===== config.mk =====
export PLATFORM = sky130hd
export DESIGN_NAME = video_mixer_pipe
export DESIGN_NICKNAME = d
export VERILOG_FILES = /design/src/rtl/video_mixer_pipe.sv
export SDC_FILE = /design/constraint.sdc
export NUM_CORES = 1
export LEC_CHECK = 0
export ABC_AREA = 1
export ABC_CLOCK_PERIOD_IN_PS = 8050
export CAP_MARGIN = 20
export CORE_MARGIN = 2
export CORE_UTILIZATION = 35
export CTS_BUF_LIST = sky130_fd_sc_hd__clkbuf_8
export DETAILED_ROUTE_END_ITERATION = 16
export GPL_ROUTABILITY_DRIVEN = 0
export GPL_TIMING_DRIVEN = 0
export PLACE_DENSITY = 0.48
export SYNTH_ARGS = -nofsm -noshare
export SYNTH_HDL_FRONTEND = slang
export SYNTH_SLANG_ARGS = --single-unit

===== constraint.sdc =====
create_clock -name clk_sys -period 8.05 [get_ports clk_sys]
set_input_delay 2.0125 -clock clk_sys [delete_from_list [all_inputs] [get_ports clk_sys]]
set_output_delay 2.0125 -clock clk_sys [all_outputs]
set_load 0.05 [all_outputs]

===== src/rtl/video_mixer_pipe.sv =====
// video_mixer_pipe: three-stage registered video output mixer.
// Stage 1 masks blanking, widens colour to 8 bits and applies scanline dimming.
// Stage 2 forms the RGB->YPbPr products. Stage 3 scales, clamps and drives the pins.
// Sync and DE travel through the same three stages so they stay aligned with colour.
module video_mixer_pipe #(
    parameter int COLOR_W  = 6,
    parameter int OUT_W    = 6,
    parameter bit SYNC_POL = 1'b1
) (
    input  logic               clk_sys,
    input  logic               reset_n,
    input  logic               ce_pix,
    input  logic [COLOR_W-1:0] R,
    input  logic [COLOR_W-1:0] G,
    input  logic [COLOR_W-1:0] B,
    input  logic               HSync,
    input  logic               VSync,
    input  logic               HBlank,
    input  logic               VBlank,
    input  logic [1:0]         scanlines,
    input  logic               ypbpr,
    input  logic               ypbpr_full,
    input  logic               csync_en,
    output logic [OUT_W-1:0]   VGA_R,
    output logic [OUT_W-1:0]   VGA_G,
    output logic [OUT_W-1:0]   VGA_B,
    output logic               VGA_HS,
    output logic               VGA_VS,
    output logic               VGA_DE
);

    localparam logic SYNC_IDLE = ~SYNC_POL;

    // Widen a component to 8 bits by repeating its bits from the MSB down.
    function automatic logic [7:0] expand8(input logic [COLOR_W-1:0] x);
        logic [7:0] e;
        for (int i = 0; i < 8; i++) e[7-i] = x[COLOR_W-1-(i % COLOR_W)];
        return e;
    endfunction

    // Scanline attenuation: 75%, 50% or 25% of the 8-bit value.
    function automatic logic [7:0] dim8(input logic [7:0] x, input logic [1:0] mode);
        case (mode)
            2'd1:    return (x >> 1) + (x >> 2);
            2'd2:    return x >> 1;
            2'd3:    return x >> 2;
            default: return x;
        endcase
    endfunction

    // Round a Q8 product to 8 bits, add the video offset and saturate to lo..hi.
    function automatic logic [7:0] scale_sat(input logic signed [17:0] p,
                                             input logic signed [19:0] off,
                                             input logic signed [19:0] hi);
        logic signed [19:0] t;
        t = (($signed({{2{p[17]}}, p}) + 20'sd128) >>> 8) + off;
        if (t < 20'sd16) t = 20'sd16;
        if (t > hi)      t = hi;
        return t[7:0];
    endfunction

    // Stretch limited-range luma 16..235 to 0..255.
    function automatic logic [7:0] full_y(input logic [7:0] y);
        logic [15:0] t;
        t = (({8'd0, y} - 16'd16) * 16'd150) >> 7;
        return (t > 16'd255) ? 8'd255 : t[7:0];
    endfunction

    // Stretch limited-range chroma 16..240 around 128 to 0..255.
    function automatic logic [7:0] full_c(input logic [7:0] c);
        logic signed [15:0] d;
        d = (($signed({8'd0, c}) - 16'sd128) * 16'sd146) >>> 7;
        d = d + 16'sd128;
        if (d < 16'sd0)   d = 16'sd0;
        if (d > 16'sd255) d = 16'sd255;
        return d[7:0];
    endfunction

    // Apply output sync polarity to a positive-going pulse.
    function automatic logic sync_pol(input logic x);
        return SYNC_POL ? x : ~x;
    endfunction

    // ---- stage 1: blank mask, widen, dim ----
    logic [7:0] r_p0, g_p0, b_p0;
    logic       hs_p0, vs_p0, vld_p0, line_flag;
    logic       de_in, dim_on;

    assign de_in  = ~(HBlank | VBlank);
    assign dim_on = line_flag && (scanlines != 2'd0);

    // Stage 1 registers plus odd-line flag driven by sync falling edges.
    always_ff @(posedge clk_sys or negedge reset_n) begin
        if (!reset_n) begin
            r_p0 <= '0; g_p0 <= '0; b_p0 <= '0;
            hs_p0 <= 1'b0; vs_p0 <= 1'b0; vld_p0 <= 1'b0;
            line_flag <= 1'b0;
        end else if (ce_pix) begin
            r_p0   <= dim8(de_in ? expand8(R) : 8'd0, dim_on ? scanlines : 2'd0);
            g_p0   <= dim8(de_in ? expand8(G) : 8'd0, dim_on ? scanlines : 2'd0);
            b_p0   <= dim8(de_in ? expand8(B) : 8'd0, dim_on ? scanlines : 2'd0);
            hs_p0  <= HSync;
            vs_p0  <= VSync;
            vld_p0 <= de_in;
            if (vs_p0 && !VSync)      line_flag <= 1'b0;
            else if (hs_p0 && !HSync) line_flag <= ~line_flag;
        end
    end

    // ---- stage 2: colour-space products ----
    logic signed [17:0] rs, gs, bs, y_c, pb_c, pr_c;
    logic signed [17:0] y_p1, pb_p1, pr_p1;
    logic [7:0]         r_p1, g_p1, b_p1;
    logic               hs_p1, vs_p1, vld_p1, ypbpr_p1;

    assign rs   = $signed({10'd0, r_p0});
    assign gs   = $signed({10'd0, g_p0});
    assign bs   = $signed({10'd0, b_p0});
    assign y_c  = 18'sd66 * rs + 18'sd129 * gs + 18'sd25 * bs;
    assign pb_c = 18'sd112 * bs - 18'sd38 * rs - 18'sd74 * gs;
    assign pr_c = 18'sd112 * rs - 18'sd94 * gs - 18'sd18 * bs;

    // Stage 2 registers: RGB copy, products and the YPbPr mode bit.
    always_ff @(posedge clk_sys or negedge reset_n) begin
        if (!reset_n) begin
            r_p1 <= '0; g_p1 <= '0; b_p1 <= '0;
            y_p1 <= '0; pb_p1 <= '0; pr_p1 <= '0;
            hs_p1 <= 1'b0; vs_p1 <= 1'b0; vld_p1 <= 1'b0; ypbpr_p1 <= 1'b0;
        end else if (ce_pix) begin
            r_p1 <= r_p0; g_p1 <= g_p0; b_p1 <= b_p0;
            y_p1 <= y_c; pb_p1 <= pb_c; pr_p1 <= pr_c;
            hs_p1 <= hs_p0; vs_p1 <= vs_p0; vld_p1 <= vld_p0;
            ypbpr_p1 <= ypbpr;
        end
    end

    // ---- stage 3: scale, clamp, select, drive pins ----
    logic [7:0] y_lim, pb_lim, pr_lim, y8, pb8, pr8, out_r8, out_g8, out_b8;

    assign y_lim  = scale_sat(y_p1,  20'sd16,  20'sd235);
    assign pb_lim = scale_sat(pb_p1, 20'sd128, 20'sd240);
    assign pr_lim = scale_sat(pr_p1, 20'sd128, 20'sd240);
    assign y8     = ypbpr_full ? full_y(y_lim)  : y_lim;
    assign pb8    = ypbpr_full ? full_c(pb_lim) : pb_lim;
    assign pr8    = ypbpr_full ? full_c(pr_lim) : pr_lim;
    assign out_r8 = ypbpr_p1 ? pr8 : r_p1;
    assign out_g8 = ypbpr_p1 ? y8  : g_p1;
    assign out_b8 = ypbpr_p1 ? pb8 : b_p1;

    // Output registers; composite sync replaces HS and parks VS high.
    always_ff @(posedge clk_sys or negedge reset_n) begin
        if (!reset_n) begin
            VGA_R <= '0; VGA_G <= '0; VGA_B <= '0;
            VGA_HS <= SYNC_IDLE; VGA_VS <= SYNC_IDLE; VGA_DE <= 1'b0;
        end else if (ce_pix) begin
            VGA_R  <= out_r8[7 -: OUT_W];
            VGA_G  <= out_g8[7 -: OUT_W];
            VGA_B  <= out_b8[7 -: OUT_W];
            VGA_HS <= csync_en ? sync_pol(~(hs_p1 ^ vs_p1)) : sync_pol(hs_p1);
            VGA_VS <= csync_en ? 1'b1 : sync_pol(vs_p1);
            VGA_DE <= vld_p1;
        end
    end

endmodule


==> flow_summary.toml, run 1 <==
[final_layout]
area_growth_pct = 9.40
layoutNonFillerInstCount = 2702
utilization = 0.389
fin_nets = 2527
drive_above_1_share = 0.0469

[synth]
ys_ff_latch = 101
synthDistinctLibCells = 51
yosysMostFrequentCell = "inv_1"
netlist_area_um2 = 15800
yosysTopAreaCellShare = 0.241
synth_fp_nets = 2467
synth_common_cells = "inv_1 (387), nand2_1 (323), ha_1 (304)"
synthFlopType = "dfrtp_1"
synthArstFlopShare = 1.00
synth_area_leaders = "ha_1 (24%), dfrtp_1 (16%), fa_1 (11%)"
synth_top_cell_by_area = "ha_1"
avgSynthCellArea_um2 = 7.71
synthCells = 2044
synth_edf_count = 0
seq_area_frac_synth = 0.160
yosys_warnings = 0

[global_route]
grt_max_degree = 66
antenna_found_initial = 4
grt.total_usage = 0.190
grt.busiest_layer = "met2"
grt_pass1_vias = 13400
use_met1 = 0.259
grt_pass1_wl_um = 70600
grt_overflow = 0
use_met3 = 0.0102
met2_usage = 0.334

[floorplan]
start_util = 0.356
ios = 51
row_count = 77
dieArea_um2 = 46700
die_w_um = 216
fp.coreArea_um2 = 44300
die_y_um = 216

[clock_network]
cts_buffer_depth = 2
cts_setup_buffers = 0
ctsHoldBuffers = 0
cts_root_buf = "clkbuf_8"
numCtsBuffers = 9
path_clk_slew_ns = 0.09
clkLatencyLatePin_ns = 0.40
cts_tree = "built"
cts-htree-levels = 3
cts.sinks = 101
cts_resized = 0

[min_path]
hp-class = "register to register"
hp-start = "VGA_B[3]"

[setup_path]
startpoint = "pb_p1[9]"
worstPathRequired_ns = 8.31
max_stage_delay_ns = 0.47
end_kind = "register"
cp-start-kind = "register"
reg2reg_from = "pb_p1[9]"
critPathSlowestCell = "fa_1"
crit_fanout = 7
critical_path_arrival_ns = 7.38
critical_path_class = "register to register"
cp_common_cell = "nand2_1"

[drt]
via_count = 13200
avgViaCountPerCell = 4.88
routed_wl_um = 43200
drcViolationCount = 0
ant_nets = 0
post_drt_wl_per_cell_um = 16.0
drtIter0Drc = 575
drt-pass1-iter-count = 5

[timing]
finalHoldViolations = 0
relSlewSlack = 0.306
skew_ns = 0.0233
tns_ns = 0
rsz0062_at_grt = "no"
post-route-min-period_ns = 7.12
holdWs_ns = 0.487
final_max_slew_viol_count = 0
tightestPinTransition_ns = 1.03
finalSetupViolations = 0
max_freq_mhz = 140
fin_crit_sh = 0.885

[run_status]
status = "completed"

[placement]
dp_cells = 2685
io_buffers = 48
dpl.hpwl_um = 36800

[flow_run]
drv_cap = 0
[worst max-delay path, delay by kind of cell (launching register included)]
family | cells | cell delay (ns)
buf+inv | 6 | 0.41
compound gates | 7 | 1.13
xor+xnor | 1 | 0.16
fa+ha+maj | 6 | 1.90
simple gates | 24 | 2.98
flops | 1 | 0.41
[metal layers]
metal | part of all wire | vias to the layer above | wire length [um]
li1 | - | 6764 | -
met2 | 0.48 | 140 | 20600
met4 | 0.011 | 0 | 485
met5 | 0 | - | 0
met1 | 0.49 | 6253 | 21300
met3 | 0.019 | 25 | 816
[path summary, 6_finish.rpt]
path | end | slack (ns) | cells after the start
worst max-delay path | VGA_B[3] | 0.93 | 44
worst min-delay path | VGA_B[3] | 0.49 | 2
worst max register to register | VGA_B[3] | 0.93 | 44
worst min register to register | VGA_B[3] | 0.49 | 2
max in group asynchronous | r_p1[4] | 5.74 | 2
min in group asynchronous | pr_p1[7] | 1.57 | 1
[registers in the layout, indices dropped and copies added (netlist names)]
| register | flops |
|---|---|
| ypbpr_p1 | 1 |
| VGA_R | 6 |
| g_p0 | 8 |
| hs_p0 | 1 |
| g_p1 | 6 |
| b_p0 | 8 |
| VGA_VS | 1 |
| pr_p1 | 10 |
| VGA_DE | 1 |
| vld_p1 | 1 |
| vs_p0 | 1 |
| hs_p1 | 1 |
| r_p0 | 8 |
| line_flag | 1 |
| b_p1 | 6 |
| VGA_G | 6 |
| VGA_HS | 1 |
| vs_p1 | 1 |
| pb_p1 | 10 |
| VGA_B | 6 |
| vld_p0 | 1 |
| y_p1 | 10 |
| r_p1 | 6 |
[cell families after synthesis]
family | count (synthesis) | synth area share
AOI/OAI and AO/OA | 408 | 0.147
xor gates and xnor gates | 123 | 0.0683
adders and majority gates | 393 | 0.354
buffers and inverters | 428 | 0.105
DFF | 101 | 0.160
muxes | 1 | 0.000714
and+or+nand+nor | 590 | 0.165
[layout make-up]
class | instances | area [um^2]
Inverter | 394 | 1480
Multi-Input combinational cell | 1515 | 11600
Sequential cell | 101 | 2530
Buffer | 34 | 174
Antenna cell | 1 | 2.50
Clock buffer | 11 | 151
Tap cell | 592 | 741
Clock inverter | 5 | 81.3
Timing Repair Buffer | 49 | 505
Fill cell | 4720 | 27100
[layout by cell type, fill, tap and decap left out, types with 19 or more instances in the layout]
cell	instances
a21oi_1	161
clkbuf_1	28
clkdlybuf4s50_1	47
dfrtp_1	101
fa_1	89
ha_1	304
inv_1	387
nand2_1	323
nand2_2	19
nand3_1	58
nor2_1	119
o21ai_0	139
xnor2_1	37
xor2_1	86
[metrics by stage]
stage / cell area [um^2] / setup slack (ns)
detailed placement: 17000 / 0.882
global placement: 17000 / 0.966
CTS: 17200 / 0.867
global route: 17200 / 0.00532
finish: 17200 / 0.930
floorplan: 15800 / 1.92
Power of run 1 is left out: the tool's default activity adds up to more than one toggle a clock period on the data nets, which glitch-free logic cannot reach.
==> run 2: changes to the inputs <==
--- a/config.mk
+++ b/config.mk
@@ -8,7 +8,7 @@
 export ABC_AREA = 1
 export ABC_CLOCK_PERIOD_IN_PS = 8050
 export CAP_MARGIN = 20
-export CORE_MARGIN = 2
+export CORE_MARGIN = 1.5
 export CORE_UTILIZATION = 35
 export CTS_BUF_LIST = sky130_fd_sc_hd__clkbuf_8
 export DETAILED_ROUTE_END_ITERATION = 16
==> flow_summary.toml, run 2 (synthesis results as in run 1) <==
[timing]
relSlewSlack = 0.289
skew_ns = 0.0130
holdWs_ns = 0.481
finalHoldViolations = 0
fin_crit_sh = 0.888
tightestPinTransition_ns = 1.06
finalSetupViolations = 0
final_max_slew_viol_count = 0
rsz0062_at_grt = "no"
max_freq_mhz = 140
tns_ns = 0
post-route-min-period_ns = 7.15

[drt]
ant_nets = 0
post_drt_wl_per_cell_um = 15.9
drtIter0Drc = 553
drt-pass1-iter-count = 5
avgViaCountPerCell = 4.88
drcViolationCount = 0
routed_wl_um = 42900
via_count = 13200

[global_route]
grt_pass1_wl_um = 69600
grt.total_usage = 0.189
antenna_found_initial = 3
grt_pass1_vias = 13200
grt_overflow = 0
grt_max_degree = 61

[setup_path]
reg2reg_from = "pb_p1[7]"
reg2regPathDepth = 43
cp_common_cell = "nand2_1"
critPathSlowestCell = "fa_1"
max_stage_delay_ns = 0.50
critical_path_arrival_ns = 7.41
critical_path_class = "register to register"
cp-start-kind = "register"
end_kind = "register"
worstPathRequired_ns = 8.31
rr_endpoint = "VGA_B[3]"
crit_fanout = 7
rrSetupSlack_ns = 0.90

[clock_network]
numCtsBuffers = 9
path_clk_slew_ns = 0.09
cts_resized = 0
cts-htree-levels = 3
cts_tree = "built"
cts_setup_buffers = 0
cts_buffer_depth = 2
clkLatencyLatePin_ns = 0.39
cts_root_buf = "clkbuf_8"
cts.sinks = 101
ctsHoldBuffers = 0

[placement]
postPlaceCellArea_um2 = 17000
dpl.hpwl_um = 36600
io_buffers = 48

[min_path]
hold_depth = 2
hp-class = "register to register"
hp-start = "VGA_DE"
min_to = "VGA_DE"

[final_layout]
fin_area_um2 = 17200
layout_commonest_cell = "inv_1"
final_cell_mix = "inv_1 (390), nand2_1 (323), ha_1 (304)"
fillerInstances = 4717
area_growth_pct = 8.99
reg_top3 = "pb_p1 (10), pr_p1 (10), y_p1 (10)"
drive_above_1_share = 0.0455
diodes = 0
fin_nets = 2527

[floorplan]
ios = 51
row_count = 77
die_y_um = 215
start_util = 0.356
dieArea_um2 = 46300
die_w_um = 215
fp.coreArea_um2 = 44300

[run_status]
status = "completed"

[flow_run]
drv_cap = 0
-- run 2: changes by cell type in the layout (fill, tap and decap cells not counted) --
cell        before  now
inv_6            0    1
clkinv_2         3    1
inv_1          387  390
clkinvlp_4       0    1
buf_12           0    1
diode_2          1    0
bufinv_16        2    0
buf_16           1    0
inv_8            1    0
-- run 2: worst max-delay path by stage --
stage,start,to,slack (ns),cells past startpoint
floorplan,pb_p1[9],VGA_B[2],1.92,45
global placement,y_p1[7],VGA_G[0],0.93,31
detailed placement,y_p1[7],VGA_G[0],0.89,31
CTS,pb_p1[9],VGA_B[3],0.87,44
global route,pr_p1[7],VGA_R[4],0.08,47
finish,pb_p1[7],VGA_B[3],0.90,43
-- run 2: critical path, delay by kind of cell (launching register included) --
kind	cells	cell delay, ns
DFF	1	0.40
xor gates and xnor gates	1	0.16
buffers and inverters	6	0.57
AOI/OAI and AO/OA	10	1.78
and+or+nand+nor	19	2.05
adders and majority gates	7	2.07
-- run 2: layout make-up --
class	instances	area (um^2)	share of cell area
tap	592	741	0.0431
clock inverter	5	27.5	0.00160
buffer	34	174	0.0101
timing repair buffer	49	498	0.0290
inverter	394	1480	0.0862
sequential	101	2530	0.147
multi-input combinational	1515	11600	0.674
clock buffer	11	151	0.00881
-- run 2: routing by layer --
| layer | GRT usage | vias up | routed length (um) |
|---|---|---|---|
| met5 | 0 | - | 0 |
| met4 | 0.0305 | 0 | 399 |
| met3 | 0.0100 | 22 | 1210 |
| met2 | 0.334 | 152 | 20500 |
| met1 | 0.258 | 6243 | 20800 |
| li1 | - | 6764 | - |
-- run 2: metrics by stage --
step                      utilization  instances  setup WS, ns
after global placement          0.383       2684         0.930
after global routing            0.388       2701        0.0789
after floorplan                     -       2044          1.92
final                           0.388       2701         0.899
after detailed placement        0.384       2685         0.891
after CTS                       0.388       2701         0.867
Power of run 2 is left out for the same reason.
==> run 3: changes to the inputs <==
--- a/config.mk
+++ b/config.mk
@@ -8,7 +8,7 @@
 export ABC_AREA = 1
 export ABC_CLOCK_PERIOD_IN_PS = 8050
 export CAP_MARGIN = 20
-export CORE_MARGIN = 1.5
+export CORE_MARGIN = 4
 export CORE_UTILIZATION = 35
 export CTS_BUF_LIST = sky130_fd_sc_hd__clkbuf_8
 export DETAILED_ROUTE_END_ITERATION = 16
==> flow_summary.toml, run 3 (synthesis results as in run 1) <==
[global_route]
grt.total_usage = 0.185
grt_pass1_vias = 13500
grt_overflow = 0
grt_max_degree = 55
grt_pass1_wl_um = 71100
antenna_found_initial = 2

[final_layout]
fin_nets = 2528
reg_top3 = "pb_p1 (10), pr_p1 (10), y_p1 (10)"
diodes = 0
drive_above_1_share = 0.0469
area_growth_pct = 9.51
fillerInstances = 4696
layout_commonest_cell = "inv_1"
final_cell_mix = "inv_1 (388), nand2_1 (323), ha_1 (304)"

[placement]
dpl.hpwl_um = 37100
io_buffers = 48

[clock_network]
numCtsBuffers = 9
clkLatencyLatePin_ns = 0.41
cts_setup_buffers = 0
path_clk_slew_ns = 0.10
cts_buffer_depth = 2
cts_resized = 0
cts_root_buf = "clkbuf_8"
ctsHoldBuffers = 0
cts-htree-levels = 3
cts.sinks = 101
cts_tree = "built"

[timing]
post-route-min-period_ns = 7.15
finalHoldViolations = 0
tightestPinTransition_ns = 0.869
final_max_slew_viol_count = 0
finalSetupViolations = 0
fin_crit_sh = 0.888
relSlewSlack = 0.421
tns_ns = 0
max_freq_mhz = 140
holdWs_ns = 0.481
rsz0062_at_grt = "no"
skew_ns = 0.0263

[setup_path]
critPathSlowestCell = "fa_1"
reg2regPathDepth = 44
crit_fanout = 7
worstPathRequired_ns = 8.33
cp_common_cell = "nand2_1"
reg2reg_from = "pb_p1[9]"
rrSetupSlack_ns = 0.90
end_kind = "register"
cp-start-kind = "register"
max_stage_delay_ns = 0.47
critical_path_class = "register to register"
critical_path_arrival_ns = 7.43
rr_endpoint = "VGA_B[3]"

[min_path]
min_to = "VGA_DE"
hp-start = "VGA_DE"
hp-class = "register to register"
hold_depth = 2

[drt]
via_count = 13300
drtIter0Drc = 688
drcViolationCount = 0
post_drt_wl_per_cell_um = 16.2
drt-pass1-iter-count = 5
avgViaCountPerCell = 4.92
routed_wl_um = 43700
ant_nets = 0

[floorplan]
start_util = 0.355
die_w_um = 220
ios = 51
row_count = 77
dieArea_um2 = 48500
die_y_um = 220
fp.coreArea_um2 = 44400

[flow_run]
drv_cap = 0

[run_status]
status = "completed"
-- run 3: cell count changes in the layout (fill, tap and decap cells not counted), sizes merged --
cell	before	now
buf	3	4
clkinv	2	3
bufinv	0	3
inv	396	394
clkbuf	43	42
clkinvlp	1	0
-- run 3: layout make-up --
class	count	area [um^2]	area share
Timing Repair Buffer	50	510	0.0296
Inverter	394	1480	0.0858
Clock buffer	10	138	0.00797
Tap cell	592	741	0.0429
Buffer	34	174	0.0101
Clock inverter	6	110	0.00638
Multi-Input combinational cell	1515	11600	0.671
Sequential cell	101	2530	0.146
-- run 3: worst max path at each step --
stage	to	from	cells after the start	slack, ns
6_report	VGA_B[3]	pb_p1[9]	44	0.90
5_1_grt	VGA_R[0]	pr_p1[7]	47	0.24
4_1_cts	VGA_G[5]	y_p1[9]	31	0.83
3_5_place_dp	VGA_G[5]	y_p1[7]	31	0.84
3_3_place_gp	VGA_G[5]	y_p1[7]	31	0.89
2_1_floorplan	VGA_B[2]	pb_p1[9]	45	1.92
-- run 3: critical path: cells and delay by family (launching register included) --
kind,cells,cell delay [ns]
simple gates,22,2.81
fa+ha+maj,6,1.90
compound gates,10,1.41
flops,1,0.44
buf+inv,5,0.28
xor+xnor,1,0.18
-- run 3: stage by stage --
step	worst slack (ns)	instance area [um^2]	util	std cells
global route	0.243	17300	0.389	2702
CTS	0.825	17300	0.389	2701
global placement	0.893	17000	0.382	2684
detailed placement	0.840	17000	0.383	2685
finish	0.901	17300	0.389	2702
floorplan	1.92	15800	-	2044
-- run 3: layer usage --
metal  track usage  vias up  wire, um
li1              -     6778         -
met1         0.255     6324     21200
met2         0.322      167     20800
met3        0.0129       36      1030
met4        0.0354        2       649
met5             0        -         8
Power of run 3 is left out for the same reason.
